<file path="config.mk">
export PLATFORM = sky130hd
export DESIGN_NAME = program_sequencer
export DESIGN_NICKNAME = d
export VERILOG_FILES = /design/src/rtl/program_sequencer_pkg.sv /design/src/rtl/program_sequencer_return_stack.sv /design/src/rtl/program_sequencer.sv
export SDC_FILE = /design/constraint.sdc
export NUM_CORES = 1
export LEC_CHECK = 0
export ABC_CLOCK_PERIOD_IN_PS = 3100
export BUFFER_PORTS_ARGS = -buffer_cell sky130_fd_sc_hd__buf_4
export CAP_MARGIN = 40
export CORE_ASPECT_RATIO = 1.75
export CORE_UTILIZATION = 25
export CTS_BUF_LIST = sky130_fd_sc_hd__clkbuf_8
export DETAILED_ROUTE_END_ITERATION = 10
export SLEW_MARGIN = 20
export SYNTH_ARGS = -nofsm -noshare
export SYNTH_HDL_FRONTEND = slang
export SYNTH_HIERARCHICAL = 1
export SYNTH_SLANG_ARGS = --single-unit
</file>
<file path="constraint.sdc">
create_clock -name clock -period 3.1 [get_ports clock]
set_input_delay 0.155 -clock clock [delete_from_list [all_inputs] [get_ports clock]]
set_output_delay 0.155 -clock clock [all_outputs]
set_load 0.01 [all_outputs]
</file>
<file path="src/rtl/program_sequencer_pkg.sv">
// Shared types for the program sequencer: the per-cycle action selection.
package sequencer_pkg;

  typedef enum logic [1:0] {
    SEQ,
    JUMP,
    RET
  } action_e;

endpackage

</file>
<file path="src/rtl/program_sequencer_return_stack.sv">
// Circular return-address stack; a push when full silently replaces the oldest entry.
module return_stack #(
  parameter int WIDTH = 32,
  parameter int DEPTH = 4
) (
  input  logic                     clock,
  input  logic                     reset_n,
  input  logic                     push,
  input  logic                     pop,
  input  logic [WIDTH-1:0]         push_value,
  output logic [WIDTH-1:0]         top,
  output logic [$clog2(DEPTH):0]   count
);

  localparam int PW = $clog2(DEPTH);
  localparam int CW = PW + 1;
  localparam logic [PW-1:0] PTR_ONE   = PW'(1);
  localparam logic [CW-1:0] CNT_ONE   = CW'(1);
  localparam logic [CW-1:0] CNT_DEPTH = CW'(DEPTH);

  logic [WIDTH-1:0] mem [DEPTH];
  logic [PW-1:0]    top_ptr;
  logic [PW-1:0]    push_ptr;
  logic             do_pop;

  assign push_ptr = top_ptr + PTR_ONE;
  assign do_pop   = pop && (count != '0);
  assign top      = mem[top_ptr];

  // Pointer wraps, so the oldest slot is the one overwritten when count is saturated.
  always_ff @(posedge clock or negedge reset_n) begin
    if (!reset_n) begin
      top_ptr <= '0;
      count   <= '0;
    end else if (push) begin
      top_ptr <= push_ptr;
      if (count != CNT_DEPTH)
        count <= count + CNT_ONE;
    end else if (do_pop) begin
      top_ptr <= top_ptr - PTR_ONE;
      count   <= count - CNT_ONE;
    end
  end

  always_ff @(posedge clock) begin
    if (push)
      mem[push_ptr] <= push_value;
  end

endmodule

</file>
<file path="src/rtl/program_sequencer.sv">
// Program counter with absolute/relative jumps, call/return via a small return stack.
module program_sequencer
  import sequencer_pkg::*;
#(
  parameter int               WIDTH        = 32,
  parameter int               STEP         = 4,
  parameter logic [WIDTH-1:0] RESET_VECTOR = '0,
  parameter int               STACK_DEPTH  = 4
) (
  input  logic                          clock,
  input  logic                          reset_n,
  input  logic                          enable_count,
  input  logic                          jump_valid,
  input  logic                          jump_relative,
  input  logic [WIDTH-1:0]              jump_value,
  input  logic                          call,
  input  logic                          ret,
  output logic [WIDTH-1:0]              out,
  output logic [$clog2(STACK_DEPTH):0]  stack_count,
  output logic                          stack_full,
  output logic                          stack_empty,
  output logic                          overflow,
  output logic                          underflow
);

  localparam int CW = $clog2(STACK_DEPTH) + 1;
  localparam logic [WIDTH-1:0] STEP_W    = WIDTH'(STEP);
  localparam logic [CW-1:0]    CNT_DEPTH = CW'(STACK_DEPTH);

  action_e          action;
  logic [WIDTH-1:0] seq_addr;
  logic [WIDTH-1:0] target;
  logic [WIDTH-1:0] next_out;
  logic [WIDTH-1:0] stack_top;
  logic             push;
  logic             pop;
  logic             overflow_next;
  logic             underflow_next;

  assign seq_addr    = out + STEP_W;
  assign target      = jump_relative ? (out + jump_value) : jump_value;
  assign stack_full  = (stack_count == CNT_DEPTH);
  assign stack_empty = (stack_count == '0);

  return_stack #(
    .WIDTH (WIDTH),
    .DEPTH (STACK_DEPTH)
  ) u_return_stack (
    .clock      (clock),
    .reset_n    (reset_n),
    .push       (push),
    .pop        (pop),
    .push_value (seq_addr),
    .top        (stack_top),
    .count      (stack_count)
  );

  // Ret outranks jump, so a call riding along with ret never pushes.
  always_comb begin
    action         = SEQ;
    next_out       = out;
    push           = 1'b0;
    pop            = 1'b0;
    overflow_next  = 1'b0;
    underflow_next = 1'b0;
    if (ret)
      action = RET;
    else if (jump_valid)
      action = JUMP;
    if (enable_count) begin
      case (action)
        RET: begin
          if (stack_empty) begin
            next_out       = seq_addr;
            underflow_next = 1'b1;
          end else begin
            next_out = stack_top;
            pop      = 1'b1;
          end
        end
        JUMP: begin
          next_out = target;
          if (call) begin
            push          = 1'b1;
            overflow_next = stack_full;
          end
        end
        default: next_out = seq_addr;
      endcase
    end
  end

  always_ff @(posedge clock or negedge reset_n) begin
    if (!reset_n) begin
      out       <= RESET_VECTOR;
      overflow  <= 1'b0;
      underflow <= 1'b0;
    end else begin
      out       <= next_out;
      overflow  <= overflow_next;
      underflow <= underflow_next;
    end
  end

endmodule

</file>
==> impl_metrics.yaml <==
power:
  power.leakage_nw: 4.04
  p_sw_share_pct: 40.6
  ir_drop_v: 0.000336
  clock_power_share_pct: 14.9
  p_per_area_nw_per_um2: 856
  p_seq_share_pct: 35.9
  p_int_mw: 5.59
  pwr-share-comb_pct: 49.2
  p_sw_mw: 3.82
setup_path:
  r2r-start: "out[1]$_DFFE_PN0P_"
  rr_worst_depth: 10
  required_ns: 3.48
  critical_path_arrival_ns: 3.33
  crit_fanout: 8
  end_kind: "flip-flop"
  start_kind: "flip-flop"
  crit_type: "reg2reg"
  r2r_setup_slack_ns: 0.15
  reg2reg_to: "out[29]$_DFFE_PN0P_"
timing:
  slew_violations: 0
  rsz0062_at_grt: "false"
  tightestPinTransition_ns: 0.636
  fin_crit_sh_pct: 95.3
  finClkSkew_ns: 0.0173
  min_period_ns: 2.95
  slew_headroom_pct: 57.6
  hold_viol: 0
  finalSetupViolCount: 0
  hold_slack_ns: 0.0336
  fmax_ghz: 0.339
  setup_slack_ns: 0.147
floorplan:
  die_h_um: 257
  die_x_um: 148
  std_cell_rows: 93
  dieArea_um2: 37900
  io_pins: 78
  start_util_pct: 25.3
  core_um2: 36700
detailed_routing:
  drt_iter0_markers: 480
  wl_per_cell_um: 19.6
  vias: 6750
  ant_nets: 0
  drt-total-wl_um: 26700
  viasPerCell: 4.96
  drc: 2
  drt_first_pass_iters: 8
run_status:
  status: "finished, violations left"
  violations: "design-rule violations"
synthesis:
  netlist_area_um2: 9280
  syn_nets: 841
  synth_top_area_share_pct: 41.4
  ys_top_cells_by_count: "edfxtp_1 (128), nand2_1 (70), nor2_1 (56)"
  synth_top_area_cell: "edfxtp_1"
  yosysWarningCount: 6
  synth_area_per_cell_um2: 12.2
  async_reset_ff_share_pct: 23.4
  synth_most_common_cell: "edfxtp_1"
  synth_cell_types: 73
  synth_area_leaders: "edfxtp_1 (41%), dfrtp_1 (11%), mux4_2 (6.8%)"
  syn_inst: 764
  synth_edf_count: 128
  synth-seq-cells: 167
  synth_ff_type: "edfxtp_1"
  ys_seq_area_share_pct: 51.9
final_layout:
  layout-drive-gt1-share_pct: 21.9
  final_nets: 949
  syn_to_final_growth_pct: 18.4
  fin_util_pct: 30.0
  stdcell_area_um2: 11000
  fill_cells: 3728
global_route:
  grt_first_pass_wirelength_um: 40900
  track_usage_pct: 14.6
  antenna_found_initial: 1
  grt_overflow_total: 0
  grt_max_degree: 40
  grt_pass1_vias: 7085
worst_hold_path:
  hold_end: "out[10]$_DFFE_PN0P_"
  hp-class: "in2reg"
  hp-start: "jump_value[10]"
  whs_path_depth: 3
placement:
  dp_hpwl_um: 19800
  placed_area_um2: 10600
  place_ws_ns: -0.0457
  place.gp.congestion: 0.860
  portBuffers: 77
clock_network:
  post_cts_buffers: 0
  clk_pin_slew_ns: 0.10
  cts_tree: "done"
  tritoncts.num_buffers: 17
  clkLatencyLatePin_ns: 0.49
  cts-root-buf: "clkbuf_8"
  clockBufferDepth: 2
  cts_max_level: 4
  cts_sinks: 167
run:
  maxCapViolCount: 0
-- timing repair --
action	4_1_cts	5_1_grt
hold endpoints to repair	45	0
hold buffers	7	0
pin swaps	0	2
setup endpoints to repair	1	4
gates resized for setup	1	2
-- per-stage QoR --
stage                     cells  setup TNS (ns)  total power, mW
after floorplan             764               0             6.52
after global placement     1321               0             7.96
after detailed placement   1321         -0.0540             8.05
after CTS                  1360               0             9.48
after global routing       1361               0             10.0
final                      1361               0             9.41
-- registers in the layout, indices dropped and copies added (netlist names) --
name,flops
u_return_stack/mem,128
out,32
overflow,1
u_return_stack/count,3
underflow,1
u_return_stack/top_ptr,2
-- area by class of cell --
| cell class | count | area (µm²) | area share (%) |
|---|---|---|---|
| sequential | 167 | 4820 | 43.8 |
| multi-input combinational | 544 | 4220 | 38.4 |
| timing repair buffer | 126 | 963 | 8.76 |
| tap | 475 | 594 | 5.41 |
| clock buffer | 17 | 234 | 2.13 |
| clock inverter | 15 | 101 | 0.922 |
| inverter | 16 | 60.1 | 0.546 |
| antenna | 1 | 2.50 | 0.0228 |
-- layout by cell type (no fill, tap or decap), types with 9 or more instances in the layout --
cell | Yosys | layout
a21o_1 | 12 | 12
a21oi_1 | 47 | 46
a221oi_1 | 13 | 13
a31oi_1 | 13 | 13
and2_1 | 9 | 9
and3_1 | 9 | 9
buf_4 | 2 | 119
clkbuf_8 | 0 | 17
dfrtp_1 | 39 | 38
edfxtp_1 | 128 | 128
ha_1 | 36 | 36
inv_1 | 16 | 16
mux2i_1 | 11 | 11
mux4_2 | 28 | 28
nand2_1 | 70 | 70
nand2b_1 | 10 | 10
nand3_1 | 23 | 23
nor2_1 | 56 | 55
o21ai_0 | 27 | 27
xnor2_1 | 34 | 34
xor2_1 | 18 | 18
-- worst max path at each step --
stage,startpoint,to
global placement,out[1]$_DFFE_PN0P_,out[29]$_DFFE_PN0P_
floorplan,out[2]$_DFFE_PN0P_,out[29]$_DFFE_PN0P_
detailed placement,out[1]$_DFFE_PN0P_,out[29]$_DFFE_PN0P_
finish,out[1]$_DFFE_PN0P_,out[29]$_DFFE_PN0P_
CTS,out[1]$_DFFE_PN0P_,out[29]$_DFFE_PN0P_
global route,out[0]$_DFFE_PN0P_,out[30]$_DFFE_PN0P_
-- power groups by stage --
stage	registers (mW)	clock network, mW	logic [mW]
floorplan	3.43	0	3.09
global placement	3.41	0	4.55
detailed placement	3.43	0	4.62
CTS	3.38	1.44	4.66
global route	3.43	1.51	5.09
finish	3.38	1.41	4.63
-- per-layer routing --
metal | vias up | wire length (µm) | GRT usage (%)
met2 | 151 | 15500 | 29.3
met5 | - | 0 | 0
met3 | 46 | 1170 | 3.44
met4 | 0 | 1190 | 8.30
met1 | 3391 | 8850 | 12.8
li1 | 3162 | - | -
-- logic make-up (layout without fill, tap and decap cells) --
| logic type | Yosys count | after routing | share of synthesized area [%] |
|---|---|---|---|
| AOI/OAI and AO/OA | 181 | 181 | 13.3 |
| xor gates and xnor gates | 52 | 52 | 4.91 |
| adders and majority gates | 38 | 38 | 5.28 |
| buffers and inverters | 53 | 174 | 2.90 |
| DFF | 167 | 167 | 51.9 |
| muxes | 46 | 46 | 9.47 |
| other | 0 | 1 | 0 |
| and+or+nand+nor | 227 | 227 | 12.3 |
-- critical path, stage by stage (launching register included) --
cell,delay (ns)
dfrtp_1,0.46
ha_1,0.33
a211oi_1,0.27
o21ai_1,0.16
o311ai_2,0.45
a21oi_2,0.14
o31ai_4,0.30
o21ai_1,0.12
a21boi_1,0.18
nor4b_1,0.07
or3_1,0.36
No activity file was read; power rests on OpenSTA's default activity.
